`config.mk`:
```
export PLATFORM = sky130hd
export DESIGN_NAME = g_func_pipe
export DESIGN_NICKNAME = d
export VERILOG_FILES = /design/src/rtl/twofish_pkg.sv /design/src/rtl/twofish_qbox.sv /design/src/rtl/g_func_pipe.sv
export SDC_FILE = /design/constraint.sdc
export NUM_CORES = 1
export LEC_CHECK = 0
export CAP_MARGIN = 10
export CORE_AREA = 2 2 195 197
export DETAILED_ROUTE_END_ITERATION = 7
export DIE_AREA = 0 0 197 199
export DONT_BUFFER_PORTS = 1
export PLACE_DENSITY_LB_ADDON = 0.08
export SLEW_MARGIN = 20
export SYNTH_ARGS = -nofsm -noshare
export SYNTH_HDL_FRONTEND = slang
export SYNTH_SLANG_ARGS = --single-unit
```
`constraint.sdc`:
```
create_clock -name clk -period 12.29 [get_ports clk]
set_clock_uncertainty 0.15 [all_clocks]
set_input_delay 1.229 -clock clk [delete_from_list [all_inputs] [get_ports clk]]
set_output_delay 1.229 -clock clk [all_outputs]
set_load 0.05 [all_outputs]
```
`src/rtl/twofish_pkg.sv`:
```
// Shared Twofish constants and helpers for the g-function pipeline: q-box nibble tables,
// per-lane q0/q1 ordering, MDS matrix, GF(2^8) arithmetic and parameter legality.
package twofish_pkg;

  localparam logic [8:0] GfPoly = 9'h169;

  // QT[q][t][n]: nibble table t (t0..t3) of permutation q (0 = q0, 1 = q1).
  localparam logic [3:0] QT [2][4][16] = '{
    '{
      '{4'h8, 4'h1, 4'h7, 4'hD, 4'h6, 4'hF, 4'h3, 4'h2,
        4'h0, 4'hB, 4'h5, 4'h9, 4'hE, 4'hC, 4'hA, 4'h4},
      '{4'hE, 4'hC, 4'hB, 4'h8, 4'h1, 4'h2, 4'h3, 4'h5,
        4'hF, 4'h4, 4'hA, 4'h6, 4'h7, 4'h0, 4'h9, 4'hD},
      '{4'hB, 4'hA, 4'h5, 4'hE, 4'h6, 4'hD, 4'h9, 4'h0,
        4'hC, 4'h8, 4'hF, 4'h3, 4'h2, 4'h4, 4'h7, 4'h1},
      '{4'hD, 4'h7, 4'hF, 4'h4, 4'h1, 4'h2, 4'h6, 4'hE,
        4'h9, 4'hB, 4'h3, 4'h0, 4'h8, 4'h5, 4'hC, 4'hA}
    },
    '{
      '{4'h2, 4'h8, 4'hB, 4'hD, 4'hF, 4'h7, 4'h6, 4'hE,
        4'h3, 4'h1, 4'h9, 4'h4, 4'h0, 4'hA, 4'hC, 4'h5},
      '{4'h1, 4'hE, 4'h2, 4'hB, 4'h4, 4'hC, 4'h3, 4'h7,
        4'h6, 4'hD, 4'hA, 4'h5, 4'hF, 4'h9, 4'h0, 4'h8},
      '{4'h4, 4'hC, 4'h7, 4'h5, 4'h1, 4'h6, 4'h9, 4'hA,
        4'h0, 4'hE, 4'hD, 4'h8, 4'h2, 4'hB, 4'h3, 4'hF},
      '{4'hB, 4'h9, 4'h5, 4'h1, 4'hC, 4'h3, 4'hD, 4'hE,
        4'h6, 4'h4, 4'h7, 4'hF, 4'h2, 4'h0, 4'h8, 4'hA}
    }
  };

  // Bit n of QSel[lane] picks q1 for chain step n of a 256-bit key; shorter keys skip the
  // leading 4-K steps.
  localparam logic [4:0] QSel [4] = '{5'b10011, 5'b00110, 5'b11000, 5'b01101};

  localparam logic [7:0] Mds [4][4] = '{
    '{8'h01, 8'hEF, 8'h5B, 8'h5B},
    '{8'h5B, 8'hEF, 8'hEF, 8'h01},
    '{8'hEF, 8'h5B, 8'h01, 8'hEF},
    '{8'hEF, 8'h01, 8'hEF, 8'h5B}
  };

  function automatic bit k_legal(input int k);
    return (k == 2) || (k == 3) || (k == 4);
  endfunction

  function automatic bit pipe_legal(input int p);
    return (p == 1) || (p == 2);
  endfunction

  function automatic logic [7:0] gf_mul(input logic [7:0] a, input logic [7:0] b);
    logic [7:0] acc;
    logic [7:0] sh;
    acc = '0;
    sh  = a;
    for (int i = 0; i < 8; i++) begin
      if (b[i]) acc ^= sh;
      sh = sh[7] ? ((sh << 1) ^ GfPoly[7:0]) : (sh << 1);
    end
    return acc;
  endfunction

  // Operand and result are packed MSB-first: byte 0 in bits [31:24].
  function automatic logic [31:0] mds_mul(input logic [31:0] y);
    logic [31:0] z;
    logic [7:0]  acc;
    z = '0;
    for (int i = 0; i < 4; i++) begin
      acc = '0;
      for (int j = 0; j < 4; j++) acc ^= gf_mul(Mds[i][j], y[31-8*j -: 8]);
      z[31-8*i -: 8] = acc;
    end
    return z;
  endfunction

endpackage

```
`src/rtl/twofish_qbox.sv`:
```
// Twofish q0/q1 byte permutation built from the four 4-bit substitution tables.
module twofish_qbox
  import twofish_pkg::*;
#(
  parameter bit Q1 = 1'b0
) (
  input  logic [7:0] x,
  output logic [7:0] y
);

  localparam int Sel = Q1 ? 1 : 0;

  logic [3:0] a0, b0, a1, b1, a2, b2, a3, b3;

  assign a0 = x[7:4];
  assign b0 = x[3:0];
  assign a1 = a0 ^ b0;
  assign b1 = a0 ^ {b0[0], b0[3:1]} ^ {a0[0], 3'b000};
  assign a2 = QT[Sel][0][a1];
  assign b2 = QT[Sel][1][b1];
  assign a3 = a2 ^ b2;
  assign b3 = a2 ^ {b2[0], b2[3:1]} ^ {a2[0], 3'b000};
  assign y  = {QT[Sel][3][b3], QT[Sel][2][a3]};

endmodule

```
`src/rtl/g_func_pipe.sv`:
```
// Pipelined Twofish g function: per-lane h-chain keyed by captured S-words, then MDS,
// with a valid/ready handshake and a single global stall enable.
module g_func_pipe
  import twofish_pkg::*;
#(
  parameter int K    = 2,
  parameter int PIPE = 2
) (
  input  logic         clk,
  input  logic         rst,
  input  logic         key_load,
  input  logic [127:0] s_in,
  output logic         key_valid,
  input  logic         in_valid,
  output logic         in_ready,
  input  logic [31:0]  x_in,
  output logic         out_valid,
  input  logic         out_ready,
  output logic [31:0]  z_out
);

  if (!k_legal(K) || !pipe_legal(PIPE)) begin : g_bad_param
    $error("g_func_pipe: K must be 2..4 and PIPE must be 1 or 2");
  end

  logic [31:0] s_q [K];
  logic        key_valid_q;
  logic        unused_s_in;

  assign unused_s_in = ^s_in;

  always_ff @(posedge clk) begin
    if (rst) begin
      for (int i = 0; i < K; i++) s_q[i] <= '0;
      key_valid_q <= 1'b0;
    end else if (key_load) begin
      for (int i = 0; i < K; i++) s_q[i] <= s_in[32*i +: 32];
      key_valid_q <= 1'b1;
    end
  end

  logic [7:0]  h_byte [4];
  logic [31:0] h_word;

  for (genvar l = 0; l < 4; l++) begin : g_lane
    logic [7:0] lvl_in  [K+1];
    logic [7:0] lvl_out [K+1];
    for (genvar n = 0; n <= K; n++) begin : g_lvl
      if (n == 0) begin : g_first
        assign lvl_in[n] = x_in[31-8*l -: 8];
      end else begin : g_mix
        assign lvl_in[n] = lvl_out[n-1] ^ s_q[K-n][8*l +: 8];
      end
      twofish_qbox #(
        .Q1(QSel[l][4-K+n])
      ) u_qbox (
        .x(lvl_in[n]),
        .y(lvl_out[n])
      );
    end
    assign h_byte[l] = lvl_out[K];
  end

  assign h_word = {h_byte[0], h_byte[1], h_byte[2], h_byte[3]};

  logic        en;
  logic        in_fire;
  logic        vo_q;
  logic [31:0] z_q;

  assign en       = !vo_q || out_ready;
  assign in_ready = en && key_valid_q && !rst;
  assign in_fire  = in_valid && in_ready;

  // Words are keyed in the transfer cycle; later stages never see the key registers.
  if (PIPE == 2) begin : g_pipe2
    logic [31:0] y_q;
    logic        v1_q;
    always_ff @(posedge clk) begin
      if (rst) begin
        y_q  <= '0;
        v1_q <= 1'b0;
        z_q  <= '0;
        vo_q <= 1'b0;
      end else if (en) begin
        y_q  <= h_word;
        v1_q <= in_fire;
        z_q  <= mds_mul(y_q);
        vo_q <= v1_q;
      end
    end
  end else begin : g_pipe1
    always_ff @(posedge clk) begin
      if (rst) begin
        z_q  <= '0;
        vo_q <= 1'b0;
      end else if (en) begin
        z_q  <= mds_mul(h_word);
        vo_q <= in_fire;
      end
    end
  end

  assign key_valid = key_valid_q;
  assign out_valid = vo_q;
  assign z_out     = z_q;

endmodule

```
# Word level (Yosys, flattened, before mapping)

Memories as Yosys holds them, arrays and structs flattened. A register that Yosys moved wholly into a read port is not among the register bits.
Index checks and enable logic that the tools add are counted.
W data, S select, Z words.

Output and inout port bits: 35
Memories kept: 49
ROM bits: 3,072
Bits of input ports: 165
Bits in writable memories: 64
Logic and storage cells: 700
Flip-flop bits (word level): 35

Memory list:

| name             | words | width | read ports | clocked after Yosys merged registers in | write ports | RTL line           | RTL |
|---|---|---|---|---|---|---|---|
| (name not given) | 16    | 4     | 1          | 0                                       | 0           | twofish_qbox.sv:23 | `assign y = {QT[Sel][3][b3], QT[Sel][2][a3]};` |
| (name not given) | 16    | 4     | 1          | 0                                       | 0           | twofish_qbox.sv:19 | `assign a2 = QT[Sel][0][a1];` |
| (name not given) | 16    | 4     | 1          | 0                                       | 0           | twofish_qbox.sv:20 | `assign b2 = QT[Sel][1][b1];` |
| (name not given) | 16    | 4     | 1          | 1                                       | 0           | twofish_qbox.sv:23 |  |
| (name not given) | 16    | 4     | 1          | 1                                       | 0           | twofish_qbox.sv:23 |  |
| (name not given) | 16    | 4     | 1          | 0                                       | 0           | twofish_qbox.sv:19 |  |
| 43 more memories | --    | --    | --         | --                                      | --          | --                 |  |

Multiplexer cells: 375
Bitwise logic cells: 226
Magnitude comparators: 40
Reductions and logical operators: 6

Operators by type and width:

| kind                 | count |
|---|---|
| $mux W8              | 216 |
| $mux W4              | 92 |
| $xor A4 B4 Y4        | 72 |
| $not A4 Y5           | 48 |
| $ge A5 B5 Y1 const B | 40 |
| $xor A8 B8 Y8        | 20 |
| $mux W7              | 16 |
| $mux W6              | 12 |
| $not A3 Y3           | 24 |
| $mux W32             | 2 |
| $mux W5              | 12 |
| $not A2 Y2           | 24 |
| $mux W3              | 12 |
| $not A1 Y1           | 28 |
| $not A6 Y6           | 4 |
| $not A5 Y5           | 4 |
| $mux W1              | 9 |
| $mux W2              | 4 |
| $logic_and A1 B1 Y1  | 3 |
| $logic_not A1 Y1     | 2 |
| $or A1 B1 Y1         | 2 |
| $logic_or A1 B1 Y1   | 1 |

# Longest topological paths before layout

Depth after elaboration: 35
Depth in mapped cells: 40
Mapped depth without buffers: 38

# Hierarchy

A second synthesis with hierarchy kept.

Cells, all modules: 1,854
Area total of the unflattened synthesis: 17,810.8 µm²

By module, submodules not included:

| module                                       | cells an instance | instances | area each (µm²) |
|---|---|---|---|
| g_func_pipe                                  | 631               | 1         | 6,822.8 |
| twofish_qbox (g_lane[2].g_lvl[1].u_qbox ...) | 105               | 4         | 899.6 |
| twofish_qbox (g_lane[1].g_lvl[2].u_qbox ...) | 99                | 3         | 933.4 |
| twofish_qbox (g_lane[0].g_lvl[0].u_qbox ...) | 99                | 2         | 865.8 |
| twofish_qbox (g_lane[1].g_lvl[0].u_qbox)     | 104               | 1         | 1,006.0 |
| twofish_qbox (g_lane[0].g_lvl[2].u_qbox)     | 105               | 1         | 1,002.2 |
| twofish_qbox (g_lane[1].g_lvl[1].u_qbox)     | 99                | 1         | 849.6 |

# Worst setup path before layout

OpenSTA, ideal clock, no wires.

Path type: input to register
Start: input x_in[28]
End: register g_pipe2.y_q[27]
Arrival: 8,966 ps
Required time: 12,054 ps
Path slack: 3,089 ps
Stages on the path: 35
Cells stage by stage: buf_2 xnor2_1 ha_1 mux2i_1 mux2i_1 mux2i_1 xor2_1 inv_1 ha_1 or3_1 a21boi_0 or3_1 nand2_1 xnor2_1 inv_1 ha_1 or3_1 o2111ai_1 nor2_1 xor2_1 inv_1 ha_1 a21oi_1 a311oi_1 a21oi_2 xnor2_1 xor2_1 inv_1 ha_1 mux4_2 xor2_1 ha_1 inv_1 mux4_2 a211oi_1

Cells in the longest elaborated chain, start to end: 34
Elaborated cells on any way between the ends: 59

Ends and longest elaborated chain:

| what                                       | RTL line           | RTL |
|---|---|---|
| start, declared                            | g_func_pipe.sv:16  | `input logic [31:0] x_in,` |
| $xor A4 B4 Y4 (2 in a row)                 | twofish_qbox.sv:18 | `assign b1 = a0 ^ {b0[0], b0[3:1]} ^ {a0[0], 3'b000};` |
| $not A4 Y5 (implied by the code)           | twofish_qbox.sv:20 |  |
| $mem_v2 Z16 W4                             | --                 |  |
| $mux W4 (implied by the code) (2 in a row) | twofish_qbox.sv:20 |  |
| $xor A4 B4 Y4 (2 in a row)                 | twofish_qbox.sv:22 | `assign b3 = a2 ^ {b2[0], b2[3:1]} ^ {a2[0], 3'b000};` |
| $not A4 Y5 (implied by the code)           | twofish_qbox.sv:23 |  |
| $mem_v2 Z16 W4                             | --                 |  |
| $mux W4 (implied by the code) (2 in a row) | twofish_qbox.sv:23 |  |
| [... 11 more ...]                          | --                 |  |
| $mux W4 (implied by the code) (2 in a row) | twofish_qbox.sv:23 |  |
| $xor A8 B8 Y8 *                            | g_func_pipe.sv:52  | `assign lvl_in[n] = lvl_out[n-1] ^ s_q[K-n][8*l +: 8];` |
| $xor A4 B4 Y4 (2 in a row)                 | twofish_qbox.sv:18 |  |
| $not A4 Y5 (implied by the code)           | twofish_qbox.sv:20 |  |
| $mem_v2 Z16 W4                             | --                 |  |
| $mux W4 (implied by the code) (2 in a row) | twofish_qbox.sv:20 |  |
| $xor A4 B4 Y4 *                            | twofish_qbox.sv:21 | `assign a3 = a2 ^ b2;` |
| $not A4 Y5 (implied by the code) *         | twofish_qbox.sv:23 |  |
| end, declared                              | g_func_pipe.sv:77  | `logic [31:0] y_q;` |

Mark *: on every way between the ends. The rest lies on a longest branch, timed or not. The select of a mux whose other input is x is not followed.
A chain may end at the register's enable or synchronous reset.

# Worst setup path after layout

Start: input x_in[25]
End: register g_pipe2.y_q[27]

Same word-level chain as after synthesis.

==> summary.txt <==
Clock tree
  • CTS tree: built
  • Post-CTS sizing: 0
  • Clock Root Buffer: clkbuf_16
  • Clock-pin slew on the worst setup and hold paths: about 0.06 ns
  • H-tree depth: 4
  • Post-cts hold buffer count: 0
  • CTS Buf Count: 17
  • Post-CTS Repair Setup Buffers: 0
  • Sink Count: 131
  • Clock Latency Late Sink: 0.46 ns
  • Maximum root-to-sink buffer count: 2

Detailed routing
  • Met3 routed WL: 1200 µm
  • Top sig layer: met5
  • Metal1 wirelength: ~18,000 µm
  • Via count: 13,900
  • Routed Antenna Nets: 0
  • Drt via density: about 5.6
  • First-pass DRT Iterations: 4
  • Drt wl/cell: 15.7 µm
  • Routed WL: between 30,000 and 40,000 µm
  • DR WL met2: 18,600 µm
  • Iter 0 DRT Violations: 515
  • DRC viols: 0

Synth
  • Mean Syn Cell Area: 9.04 µm²
  • Asr flop ratio synth: 0%
  • Cell variety after synth: 118
  • Synth Instances: 2,031
  • Yosys top cell by area: xnor2_1
  • Synthesized flop and latch total: 131
  • Top post-synthesis cells by area: xnor2_1, edfxtp_1, ha_1
  • Netlist Area Pre-Place: 18,400 µm²
  • Primary FF master, synth: dfxtp_1
  • Area share of the largest cell type after synthesis: a little under an eighth
  • Post-synthesis sequential area ratio: between 10% and 20%
  • Mapped Nets: 2,339
  • EDFF count, synth: 64
  • Synth warn: 0

STA
  • Final setup vio count: 0
  • Final Cycle Share: 81.1%
  • Pins Over Slew Limit: 0
  • Tightest Pin Transition: 1.04 ns
  • Total negative slack: 0 ns
  • Hold Violations, Final: 0
  • Slew margin rel.: 31.0%
  • Final WS setup: 2.32 ns
  • Fmax achieved: 100 MHz
  • Crit path time final: 9.97 ns
  • RSZ-0062 raised after global routing: false

Layout
  • Share of layout cells above drive strength 1: 9.92%
  • Area delta synth->final: 5.05%
  • Final Non-Filler Cells: 2,474
  • NumNets Final: 2,291
  • Number of fill cells: 3,556

GRT
  • Gr ovfl total: 0
  • Number of global-route vias before repair: between 10,000 and 15,000
  • Largest net degree at the start of global routing: 96
  • GRT Util Overall: between 10% and 20%
  • First-pass GRT wire length: 64,400 µm
  • Initial antenna violation count: 5

Worst setup path
  • Worst setup path class: primary input to flop
  • Most frequent CP cell: ha_1
  • Critical path arrival: 10.19 ns
  • CP max stage delay: slightly above 0.5 ns
  • CP top delay family: XOR/XNOR gates
  • CP startpoint kind: primary input
  • Setup crit end kind: flop
  • CP Buf/Inv Count: 5
  • CP max-delay cell: mux4_2
  • Crit path max fanout: 8
  • WP data required: 12.51 ns

Floorplanning
  • Row count: 71
  • CORE AREA: around 37,000 µm²
  • Die Ht: 199 µm
  • Initial Utilization: between 40% and 50%
  • Chip width: slightly below 200 µm
  • DIE AREA: 39,200 µm²
  • IO Pins: 200

Place
  • Port Buffers: 0
  • Placed insts: 2,438
  • DP HPWL: 30,200 µm
  • Dpl ws: 1.92 ns
  • Placer Congestion: 0.845

Worst hold path
  • Hold WC Path Type: flop to flop

Flow run
  • Max-cap violations: 0

Status
  • Status: complete, no violations
worst paths after layout:
path	from	end	slack [ns]	cells past startpoint
min reg2reg	g_pipe2.v1_q	g_pipe2.v1_q	0.31	2
max	x_in[25]	g_pipe2.y_q[27]	2.32	34
max reg2reg	s_q[0][52]	g_pipe2.y_q[11]	4.99	23
min	g_pipe2.v1_q	g_pipe2.v1_q	0.31	2
flip-flops by register name, indices dropped and copies added, names as in the netlist:
register / count
s_q: 64
g_pipe2.y_q: 32
z_out: 32
g_pipe2.v1_q: 1
key_valid: 1
out_valid: 1
worst register-to-register path, delay by kind of cell (launching register included):
kind	cells	cell delay, ns
DFF	1	0.42
muxes	3	0.97
adders and majority gates	4	1.06
xor gates and xnor gates	6	2.18
AOI/OAI and AO/OA	5	0.74
buffers and inverters	2	0.33
and+or+nand+nor	3	1.27
through the flow:
stage / hold WS [ns] / utilization (%) / area [µm²]
after floorplan: 0.282 / - / 18400
after global placement: 0.284 / 50.4 / 18700
after detailed placement: 0.301 / 50.4 / 18700
after CTS: 0.313 / 51.9 / 19300
after global routing: 0.358 / 52.0 / 19300
final: 0.311 / 52.0 / 19300
layer usage:
layer	track usage, %	vias to the layer above
li1	-	7160
met3	3.31	35
met2	35.0	172
met1	25.5	6524
met5	0	-
met4	4.96	2
cells in the mapped netlist (8+ instances only):
| cell type | n |
|---|---|
| a211o_1 | 10 |
| a211oi_1 | 49 |
| a21o_1 | 11 |
| a21oi_1 | 67 |
| a22oi_1 | 10 |
| a311oi_1 | 11 |
| a31oi_1 | 15 |
| and2_1 | 79 |
| and3_1 | 11 |
| buf_2 | 11 |
| clkbuf_1 | 56 |
| dfxtp_1 | 67 |
| edfxtp_1 | 64 |
| ha_1 | 143 |
| inv_1 | 123 |
| mux2_2 | 28 |
| mux2i_1 | 119 |
| mux4_2 | 16 |
| nand2_1 | 103 |
| nand2b_1 | 19 |
| nand3_1 | 43 |
| nand3b_1 | 8 |
| nand4_1 | 12 |
| nor2_1 | 109 |
| nor2b_1 | 11 |
| nor3_1 | 51 |
| nor3b_1 | 8 |
| nor4_1 | 8 |
| o2111ai_1 | 10 |
| o211a_1 | 8 |
| o211ai_1 | 22 |
| o21ai_0 | 47 |
| o21ai_1 | 15 |
| o221ai_1 | 9 |
| o22ai_1 | 12 |
| or2_1 | 15 |
| or3_1 | 21 |
| xnor2_1 | 248 |
| xnor2_2 | 24 |
| xnor3_1 | 16 |
| xor2_1 | 123 |
| xor2_2 | 15 |
| xor3_1 | 8 |
layout make-up:
| type | count | area [µm²] | area share (%) |
|---|---|---|---|
| multi-input cells | 1700 | 14400 | 74.4 |
| flip-flops and latches | 131 | 3260 | 16.9 |
| well taps | 474 | 593 | 3.07 |
| inverters | 130 | 488 | 2.53 |
| clock buffers | 17 | 425 | 2.20 |
| clock inverters | 15 | 138 | 0.713 |
| repair buffers | 3 | 22.5 | 0.117 |
| diodes | 4 | 10.0 | 0.0519 |
placed cells by master (no fill, tap or decap), types with 12 or more instances in the layout:
| cell | count |
|---|---|
| mux2i_1 | 119 |
| o21ai_1 | 15 |
| nand2b_1 | 18 |
| nand4_1 | 12 |
| inv_1 | 123 |
| nand2_1 | 103 |
| nor2_1 | 109 |
| mux4_2 | 16 |
| dfxtp_1 | 67 |
| nand3_1 | 43 |
| or2_1 | 15 |
| xor2_2 | 15 |
| xor2_1 | 123 |
| or3_1 | 21 |
| a211oi_1 | 49 |
| a31oi_1 | 15 |
| xnor2_2 | 24 |
| o21ai_0 | 47 |
| edfxtp_1 | 64 |
| xnor2_1 | 248 |
| o22ai_1 | 12 |
| and2_1 | 79 |
| a21oi_1 | 67 |
| ha_1 | 143 |
| clkbuf_16 | 17 |
| nor3_1 | 51 |
| xnor3_1 | 16 |
| mux2_2 | 28 |
| o211ai_1 | 22 |
kinds of logic (layout without fill, tap and decap cells):
logic type                 count (synthesis)  in the layout  share of synthesized area, %
AOI/OAI and AO/OA                        395            395                          15.9
xor gates and xnor gates                 446            446                          25.8
DFF                                      131            131                          17.8
adders and majority gates                147            147                          9.96
buffers and inverters                    200            165                          4.19
muxes                                    171            171                          10.8
other                                      0              4                             0
and+or+nand+nor                          541            541                          15.6
Power is left out: the tool's default activity adds up to more than one toggle a clock period on the data nets, which glitch-free logic cannot reach.
